<file path="config.mk">
export PLATFORM = sky130hd
export DESIGN_NAME = mux_scan_nbit
export DESIGN_NICKNAME = d
export VERILOG_FILES = /design/src/rtl/mux_scan_pkg.sv /design/src/rtl/mux_scan_nbit_counter.sv /design/src/rtl/mux_scan_nbit.sv
export SDC_FILE = /design/constraint.sdc
export NUM_CORES = 1
export LEC_CHECK = 0
export CAP_MARGIN = 20
export CELL_PAD_IN_SITES_DETAIL_PLACEMENT = 0
export CELL_PAD_IN_SITES_GLOBAL_PLACEMENT = 1
export CORE_UTILIZATION = 36
export CTS_BUF_LIST = sky130_fd_sc_hd__clkbuf_16
export DETAILED_ROUTE_END_ITERATION = 7
export PLACE_DENSITY_LB_ADDON = 0.15
export SETUP_SLACK_MARGIN = 0.5
export SYNTH_ARGS = -nofsm -noshare
export SYNTH_HDL_FRONTEND = slang
export SYNTH_SLANG_ARGS = --single-unit
</file>
<file path="constraint.sdc">
create_clock -name clk -period 3.7 [get_ports clk]
set_input_delay 0.555 -clock clk [delete_from_list [all_inputs] [get_ports clk]]
set_output_delay 0.555 -clock clk [all_outputs]
set_load 0.02 [all_outputs]
</file>
<file path="src/rtl/mux_scan_pkg.sv">
// Shared constants and helpers for the channel scan multiplexer and its slot counter.
package mux_scan_pkg;

    localparam logic MODE_MANUAL = 1'b0;
    localparam logic MODE_AUTO   = 1'b1;

    // Bits needed to hold values 0..v-1.
    function automatic int clog2(input int v);
        int r;
        int x;
        r = 0;
        x = v - 1;
        while (x > 0) begin
            r = r + 1;
            x = x >> 1;
        end
        return r;
    endfunction

endpackage

</file>
<file path="src/rtl/mux_scan_nbit_counter.sv">
// Modulo-M counter with clear and increment; max_tick flags the terminal count.
module mod_counter
    import mux_scan_pkg::*;
#(
    parameter  int M = 4,
    localparam int W = clog2(M)
) (
    input  logic         clk,
    input  logic         reset_n,
    input  logic         clr,
    input  logic         inc,
    output logic [W-1:0] count,
    output logic         max_tick
);

    assign max_tick = (count == W'(M - 1));

    // Clear wins over increment so a manual load always restarts the slot.
    always_ff @(posedge clk or negedge reset_n) begin
        if (!reset_n) begin
            count <= '0;
        end else if (clr) begin
            count <= '0;
        end else if (inc) begin
            count <= max_tick ? '0 : count + 1'b1;
        end
    end

endmodule

</file>
<file path="src/rtl/mux_scan_nbit.sv">
// N-bit channel multiplexer with manual select or timed auto scan and one-hot
// channel drive with optional blanking at the start of each slot.
module mux_scan_nbit
    import mux_scan_pkg::*;
#(
    parameter  int N     = 4,
    parameter  int CH    = 8,
    parameter  int DIV   = 50000,
    parameter  int BLANK = 0,
    localparam int SW    = clog2(CH)
) (
    input  logic            clk,
    input  logic            reset_n,
    input  logic            en,
    input  logic            mode,
    input  logic [SW-1:0]   s,
    input  logic [CH*N-1:0] w,
    output logic [N-1:0]    f,
    output logic [SW-1:0]   sel,
    output logic [CH-1:0]   ch_en,
    output logic            tick,
    output logic            err
);

    localparam int CW = clog2(DIV);

    logic          ready;
    logic          run;
    logic          auto_run;
    logic          man_run;
    logic [CW-1:0] count;
    logic [CW-1:0] cnt_nxt;
    logic          max_tick;
    logic          s_valid;
    logic [SW-1:0] sel_inc;

    logic [N-1:0]  f_nxt;
    logic [SW-1:0] sel_nxt;
    logic [CH-1:0] ch_en_nxt;
    logic          tick_nxt;
    logic          err_nxt;

    // One arming cycle after reset release keeps the first state change off
    // the edge that immediately follows deassertion.
    always_ff @(posedge clk or negedge reset_n) begin
        if (!reset_n) begin
            ready <= 1'b0;
        end else begin
            ready <= 1'b1;
        end
    end

    assign run      = ready & en;
    assign auto_run = run & (mode == MODE_AUTO);
    assign man_run  = run & (mode == MODE_MANUAL);

    mod_counter #(.M(DIV)) u_slot (
        .clk      (clk),
        .reset_n  (reset_n),
        .clr      (man_run),
        .inc      (auto_run),
        .count    (count),
        .max_tick (max_tick)
    );

    always_comb begin
        cnt_nxt = count;
        if (man_run) begin
            cnt_nxt = '0;
        end else if (auto_run) begin
            cnt_nxt = max_tick ? '0 : count + 1'b1;
        end
    end

    assign s_valid = (int'(s) < CH);
    assign sel_inc = (sel == SW'(CH - 1)) ? '0 : sel + 1'b1;

    always_comb begin
        f_nxt     = f;
        sel_nxt   = sel;
        ch_en_nxt = ch_en;
        tick_nxt  = 1'b0;
        err_nxt   = err;
        if (ready && !en) begin
            ch_en_nxt = '0;
        end else if (run) begin
            if (mode == MODE_AUTO) begin
                err_nxt  = 1'b0;
                tick_nxt = max_tick;
                if (max_tick) begin
                    sel_nxt = sel_inc;
                end
            end else if (s_valid) begin
                sel_nxt = s;
                err_nxt = 1'b0;
            end else begin
                err_nxt = 1'b1;
            end
            // Data follows the channel being selected on this edge.
            f_nxt = w[sel_nxt*N +: N];
            if (err_nxt || (auto_run && (int'(cnt_nxt) < BLANK))) begin
                ch_en_nxt = '0;
            end else begin
                ch_en_nxt = CH'(1) << sel_nxt;
            end
        end
    end

    always_ff @(posedge clk or negedge reset_n) begin
        if (!reset_n) begin
            f     <= '0;
            sel   <= '0;
            ch_en <= '0;
            tick  <= 1'b0;
            err   <= 1'b0;
        end else begin
            f     <= f_nxt;
            sel   <= sel_nxt;
            ch_en <= ch_en_nxt;
            tick  <= tick_nxt;
            err   <= err_nxt;
        end
    end

endmodule

</file>
==> results of run 1 <==
==> where the power goes <==
| part | internal [mW] | switching [mW] | leakage (nW) |
|---|---|---|---|
| clock network | 0.243 | 0.142 | 0.0687 |
| logic | 0.130 | 0.120 | 0.613 |
| registers | 0.387 | 0.0213 | 0.443 |
| total | 0.760 | 0.283 | 1.13 |
==> worst max-delay path, delay by kind of cell (launching register included) <==
kind,cells,cell delay [ps]
compound gates,3,1040
simple gates,3,1280
flops,1,460
==> through the flow <==
step                      power, mW  instances  worst slack, ps
after detailed placement      0.666        341              571
after global routing           1.10        349              575
after global placement        0.665        341              684
after CTS                      1.05        349              648
after floorplan               0.543        224              986
final                          1.04        349              779
==> area by class of cell <==
cell class                 count  area [sq um]  share of cell area [%]
multi-input combinational    166          1110                    39.9
inverter                      11          41.3                    1.48
timing repair buffer          59           578                    20.8
tap                           72          90.1                    3.23
clock buffer                   5           125                    4.49
clock inverter                 3          12.5                   0.449
sequential                    33           826                    29.6
==> routing by layer <==
layer / wire [um] / global-route usage, % / vias up
met2: 2420 / 29.8 / 39
met4: 30 / 4.53 / 0
met5: 0 / 0 / -
met1: 2590 / 26.5 / 886
li1: - / - / 929
met3: 155 / 2.98 / 2
==> cells by family (layout without fill, tap and decap cells) <==
family | after synthesis | count (layout)
multiplexers | 13 | 13
adder cells (fa/ha/maj) | 3 | 3
other | 2 | 2
AO/OA/AOI/OAI | 61 | 61
AND/OR/NAND/NOR | 82 | 82
XOR/XNOR | 5 | 5
flip-flops | 33 | 33
buffers and inverters | 25 | 78
==> how the worst min path moves through the flow <==
| stage | from | endpoint | cells past startpoint |
|---|---|---|---|
| 2_1_floorplan | reset_n | ch_en[0] | 0 |
| 3_3_place_gp | u_slot.count[15] | u_slot.count[15] | 1 |
| 3_5_place_dp | u_slot.count[15] | u_slot.count[15] | 1 |
| 4_1_cts | u_slot.count[15] | u_slot.count[15] | 1 |
| 5_1_grt | u_slot.count[15] | u_slot.count[15] | 1 |
| 6_report | u_slot.count[15] | u_slot.count[15] | 1 |
==> cells in the mapped netlist, types with 2 or more instances <==
cell type and instances:
a211oi_1 2, a21oi_1 3, a221o_1 2, a22o_1 2, a31oi_1 2, a41oi_1 3, and2_1 5, and3_1 4
clkbuf_1 10, conb_1 2, dfrtp_1 33, ha_1 3, inv_1 11, mux2_2 2, mux2i_1 10, nand2_1 32
nand2b_1 2, nand3_1 7, nand4_1 4, nor2_1 12, nor2b_1 3, nor4b_1 2, nor4bb_1 3, o21ai_0 21
o22ai_1 10, o31ai_1 2, o41ai_1 3, or4_1 2, xnor2_1 3, xor2_1 2
==> flip-flops by register name (all words and copies together), names as in the netlist <==
signal and cells:
u_slot.count 16, ch_en 8, f 4, sel 3
ready 1, tick 1
==> cell usage in the layout (no fill, tap or decap), types with 3 or more instances in the layout <==
cell type	instances
o21ai_0	21
o22ai_1	10
nand4_1	4
clkbuf_16	5
nor2b_1	3
nor2_1	12
nand2_1	32
o41ai_1	3
buf_4	5
dfrtp_1	33
inv_1	11
and3_1	4
ha_1	3
clkdlybuf4s50_1	54
a21oi_1	3
a41oi_1	3
nand3_1	7
xnor2_1	3
and2_1	5
mux2i_1	10
==> repair_timing <==
| item | 4_1_cts | 5_1_grt |
|---|---|---|
| gates resized for setup | 0 | 1 |
| setup buffers | 0 | 0 |
| endpoints found under the setup margin | 0 | 1 |
==> run_results.csv, run 1 <==
group,metric,value,unit
timing,worst_pin_slew,653,ps
final_layout,nNetsFinal,318,
drt,totalWireLength,5190,um
timing,finalMaxSlewViolations,0,
worst_setup_path,critPathCaptureType,"flip-flop",
yosys,synth_nets,266,
clock_tree,ctsLongestPathBuffers,2,
place,placed_cell_area,2640,sq um
worst_setup_path,worstPathCellList,"nor4b_1 -> a41oi_1 -> a211oi_1 -> nor2_1 -> a32o_1 -> or4_1",
final_layout,syn_to_final_growth,36.6,%
floorplanning,rows,27,
timing,rsz0062_at_grt,"false",
clock_tree,cts.sinks,33,
yosys,synthCells,224,
yosys,synth_top_family_by_area,"compound AO/OA/AOI/OAI gates",
timing,fmax,0.342,GHz
yosys,synth-simple-area-share,21.5,%
power_and_ir_drop,p_per_area,375,nW/um^2
yosys,synth_area,2040,sq um
timing,setup_viol,0,
hold_path,worstHoldPathType,"reg2reg",
clock_tree,cts_root_buffer,"clkbuf_16",
global_routing,grt_max_degree,34,
worst_setup_path,critPathKind,"reg2reg",
floorplanning,start_util,37.2,%
worst_setup_path,crit_path_max_incr_delay,540,ps
yosys,synth_area_leaders,"dfrtp_1, nand2_1, o21ai_0, mux2i_1, o22ai_1",
yosys,ys_seq_area_share,40.5,%
clock_tree,numCtsBuffers,5,
final_layout,fin_util,50.9,%
yosys,yosys.area.top_type,"dfrtp_1",
worst_setup_path,r2r_start,"u_slot.count[4]",
worst_setup_path,path_max_fanout,8,
final_layout,drive_gt1_share,7.22,%
worst_setup_path,r2r_cells,6,
drt,drc,0,
worst_setup_path,cp-startpoint,"u_slot.count[4]",
global_routing,overflow,0,
global_routing,grt_pass1_vias,1809,
yosys,ys_ff_latch,33,
worst_setup_path,rr_endpoint,"f[2]",
place,place.gp.congestion,0.753,
power_and_ir_drop,vdd_ir_drop_max,184,uV
yosys,synthFlopType,"dfrtp_1",
yosys,yosysWarningCount,0,
drt,first_iter_violations,144,
drt,final_antenna_net_count,0,
global_routing,grt_first_pass_wirelength,8860,um
final_layout,fillers,553,
drt,first_pass_iters,4,
worst_setup_path,worst_setup_path_start_kind,"flip-flop",
power_and_ir_drop,p_leak,1.13,nW
yosys,synth_compound_area_share,21.6,%
place,hpwl,3810,um
clock_tree,cts_tree,"built",
yosys,synth-edff-count,0,
global_routing,antenna_found_initial,0,
clock_tree,clock_latency,270,ps
floorplanning,die_area,5970,sq um
worst_setup_path,critPathCapture,"f[2]",
run_status,status,"completed",
worst_setup_path,worstPathArrival,3060,ps
floorplanning,pin_count,56,
timing,whs,494,ps
final_layout,n_antenna_cell,0,
yosys,synthMuxAreaShare,6.75,%
clock_tree,path_clk_slew,50,ps
yosys,synthDistinctLibCells,52,
timing,fin_skew,3.16,ps
clock_tree,htree_levels,2,
yosys,avgSynthCellArea,9.10,sq um
final_layout,finish.instance_area,2790,sq um
drt,via_per_inst,5.32,
yosys,synth_xor_area_share,2.15,%
timing,fin_crit,2920,ps
yosys,async_flop_share,100,%
floorplanning,die_w,77.2,um
timing,period_share,79.0,%
worst_setup_path,ff2ff_setup_slack,780,ps
yosys,synth_top_area_share,40.5,%
timing,maxSlewHeadroom,56.4,%
drt,wire_per_inst,14.9,um
drt,vias,1856,
floorplanning,core_area,5470,sq um
global_routing,track_usage,18.8,%
clock_tree,hold_buffers,0,
floorplanning,die_y,77.2,um
timing,fin_setup_tns,0,ps
place,io_buffers,54,
worst_setup_path,required,3840,ps
flow_run,cap_viol_max_count,0,
yosys,synthAdderAreaFrac,1.84,%
worst_setup_path,critPathSlowestCell,"nor4b_1",
timing,finalHoldViolations,0,
(Power assumes the default switching activity.)
==> inputs of run 2 (changes only) <==
==> constraint.sdc (replaced) <==
create_clock -name clk -period 2.71 [get_ports clk]
set_input_delay 0.4065 -clock clk [delete_from_list [all_inputs] [get_ports clk]]
set_output_delay 0.4065 -clock clk [all_outputs]
set_load 0.02 [all_outputs]
==> run 2 against run 1 <==
  * Critical path depth is the same
  * Setup slack got worse by 720 ps
  * Maximum frequency up 10%
  * Highest routed layer unchanged
  * Clock skew increased by 5.8 ps
  * Largest cell class unchanged
  * Non-clock buffer count rose by 32
  * Clock-buffer cell count unchanged
  * Die area stayed put
  * Total power is 41% higher
  * Largest power group unchanged
  * Combinational power grew 60%
==> run_results.csv, run 2 (synthesized netlist as in run 1, its figures left out) <==
group,metric,value,unit
run_status,status,"completed",
power_and_ir_drop,clkPwrFrac,35.1,%
power_and_ir_drop,vdd_ir_drop_max,417,uV
timing,fmax,0.378,GHz
worst_setup_path,critical_path_depth,6,
timing,rsz0062_at_grt,"true",
power_and_ir_drop,finalPower,1.48,mW
timing,fin_skew,8.94,ps
place,hpwl,4020,um
place,place_ws,65.0,ps
worst_setup_path,critical_path_buf_inv_count,0,
power_and_ir_drop,seq_power_share,37.8,%
clock_tree,ctsLongestPathBuffers,2,
final_layout,largest-register,"u_slot.count",
final_layout,nNetsFinal,350,
timing,setup_ws,62.8,ps
global_routing,antenna_found_initial,0,
drt,first_pass_iters,4,
timing,finalMaxSlewViolations,0,
worst_setup_path,required,2840,ps
timing,whs,513,ps
timing,maxSlewHeadroom,63.0,%
timing,worst_pin_slew,548,ps
worst_setup_path,worst_setup_path_start_kind,"flip-flop",
flow_run,cap_viol_max_count,0,
drt,drc,0,
worst_setup_path,r2r_cells,6,
drt,vias,2006,
drt,final_antenna_net_count,0,
clock_tree,htree_levels,2,
power_and_ir_drop,p_leak,1.37,nW
clock_tree,numCtsBuffers,5,
clock_tree,cts_root_buffer,"clkbuf_16",
power_and_ir_drop,swShare,27.6,%
final_layout,syn_to_final_growth,55.4,%
floorplanning,rows,27,
timing,fin_crit,2650,ps
timing,fin_setup_tns,0,ps
final_layout,biggestRegsByFlops,"u_slot.count: 16 flops, ch_en: 8 flops, f: 4 flops",
worst_setup_path,path_max_fanout,2,
worst_setup_path,critPathSlowestCell,"or4bb_4",
floorplanning,die_area,5970,sq um
global_routing,overflow,0,
drt,wire_per_inst,14.7,um
power_and_ir_drop,p_per_area,466,nW/um^2
timing,period_share,97.7,%
worst_setup_path,crit_path_max_incr_delay,580,ps
final_layout,fillers,503,
clock_tree,cts.sinks,33,
worst_setup_path,critPathKind,"reg2reg",
final_layout,final_common_cell,"clkdlybuf4s50_1",
clock_tree,clock_latency,270,ps
drt,totalWireLength,5590,um
drt,first_iter_violations,87,
worst_setup_path,worstPathCellList,"or4bb_4 -> o41ai_4 -> o221ai_2 -> mux2_4 -> a32o_1 -> or4_1",
clock_tree,path_clk_slew,50,ps
global_routing,track_usage,19.4,%
final_layout,drive_gt1_share,21.1,%
clock_tree,cts_tree,"built",
worst_setup_path,critPathCaptureType,"flip-flop",
global_routing,grt_first_pass_wirelength,9180,um
global_routing,grt_max_degree,34,
floorplanning,die_y,77.2,um
floorplanning,core_area,5470,sq um
place,io_buffers,54,
worst_setup_path,critPathTopFamily,"simple AND/OR/NAND/NOR gates",
floorplanning,pin_count,56,
hold_path,worstHoldPathType,"reg2reg",
timing,setup_viol,0,
place,place.gp.congestion,0.782,
final_layout,final_cell_mix,"clkdlybuf4s50_1, dfrtp_1, buf_4",
power_and_ir_drop,internal_power,1.07,mW
power_and_ir_drop,combPwrFrac,27.1,%
final_layout,n_antenna_cell,0,
timing,finalHoldViolations,0,
final_layout,largest_reg_flops,16,
floorplanning,die_w,77.2,um
hold_path,holdPathStages,1,
worst_setup_path,worstPathArrival,2780,ps
power_and_ir_drop,switchingPower,407,uW
floorplanning,start_util,37.2,%
drt,via_per_inst,5.28,
global_routing,grt_pass1_vias,1933,
[run 2: final cells by class]
class / count / area, sq um / share of cell area (%)
clock buffer: 5 / 125 / 3.95
clock inverter: 2 / 7.51 / 0.237
inverter: 11 / 41.3 / 1.30
multi-input combinational: 166 / 1230 / 38.9
sequential: 33 / 826 / 26.1
tap: 72 / 90.1 / 2.84
timing repair buffer: 91 / 846 / 26.7
[run 2: through the flow]
step                      cell area, sq um  std cells  utilization [%]
after detailed placement              2820        363             51.5
after CTS                             3040        374             55.5
after global routing                  3170        380             57.9
after floorplan                       2050        224                -
after global placement                2820        363             51.5
final                                 3170        380             57.9
[run 2: what timing repair did]
item,4_1_cts,5_1_grt
hold buffers,0,0
gates resized for setup,11,17
endpoints found under the setup margin,13,15
setup buffers,4,6
pin swaps,7,8
[run 2: worst paths after layout]
kind	start	endpoint	slack, ps
max	u_slot.count[12]	f[2]	60
min in group asynchronous	reset_n	u_slot.count[5]	540
max in group asynchronous	reset_n	f[0]	1840
max reg2reg	u_slot.count[12]	f[2]	60
min reg2reg	u_slot.count[0]	u_slot.count[0]	510
min	u_slot.count[0]	u_slot.count[0]	510
[run 2: worst reg2reg max path: stages, from the launching register on]
cell and delay, ps:
dfrtp_1 370, or4bb_4 580, o41ai_4 380, o221ai_2 180, mux2_4 320, a32o_1 210, or4_1 470
[run 2: routing by layer]
layer | vias to the layer above | wire (um) | GRT usage, %
li1 | 993 | - | -
met1 | 959 | 2750 | 26.0
met2 | 50 | 2550 | 31.6
met3 | 4 | 232 | 4.17
met4 | 0 | 44 | 4.53
met5 | - | 0 | 0
[run 2: power groups by stage]
stage	registers, mW	clock network, mW	logic, mW
6_report	0.558	0.518	0.399
5_1_grt	0.563	0.546	0.433
4_1_cts	0.558	0.528	0.381
3_5_place_dp	0.566	0	0.358
3_3_place_gp	0.565	0	0.355
2_1_floorplan	0.594	0	0.149
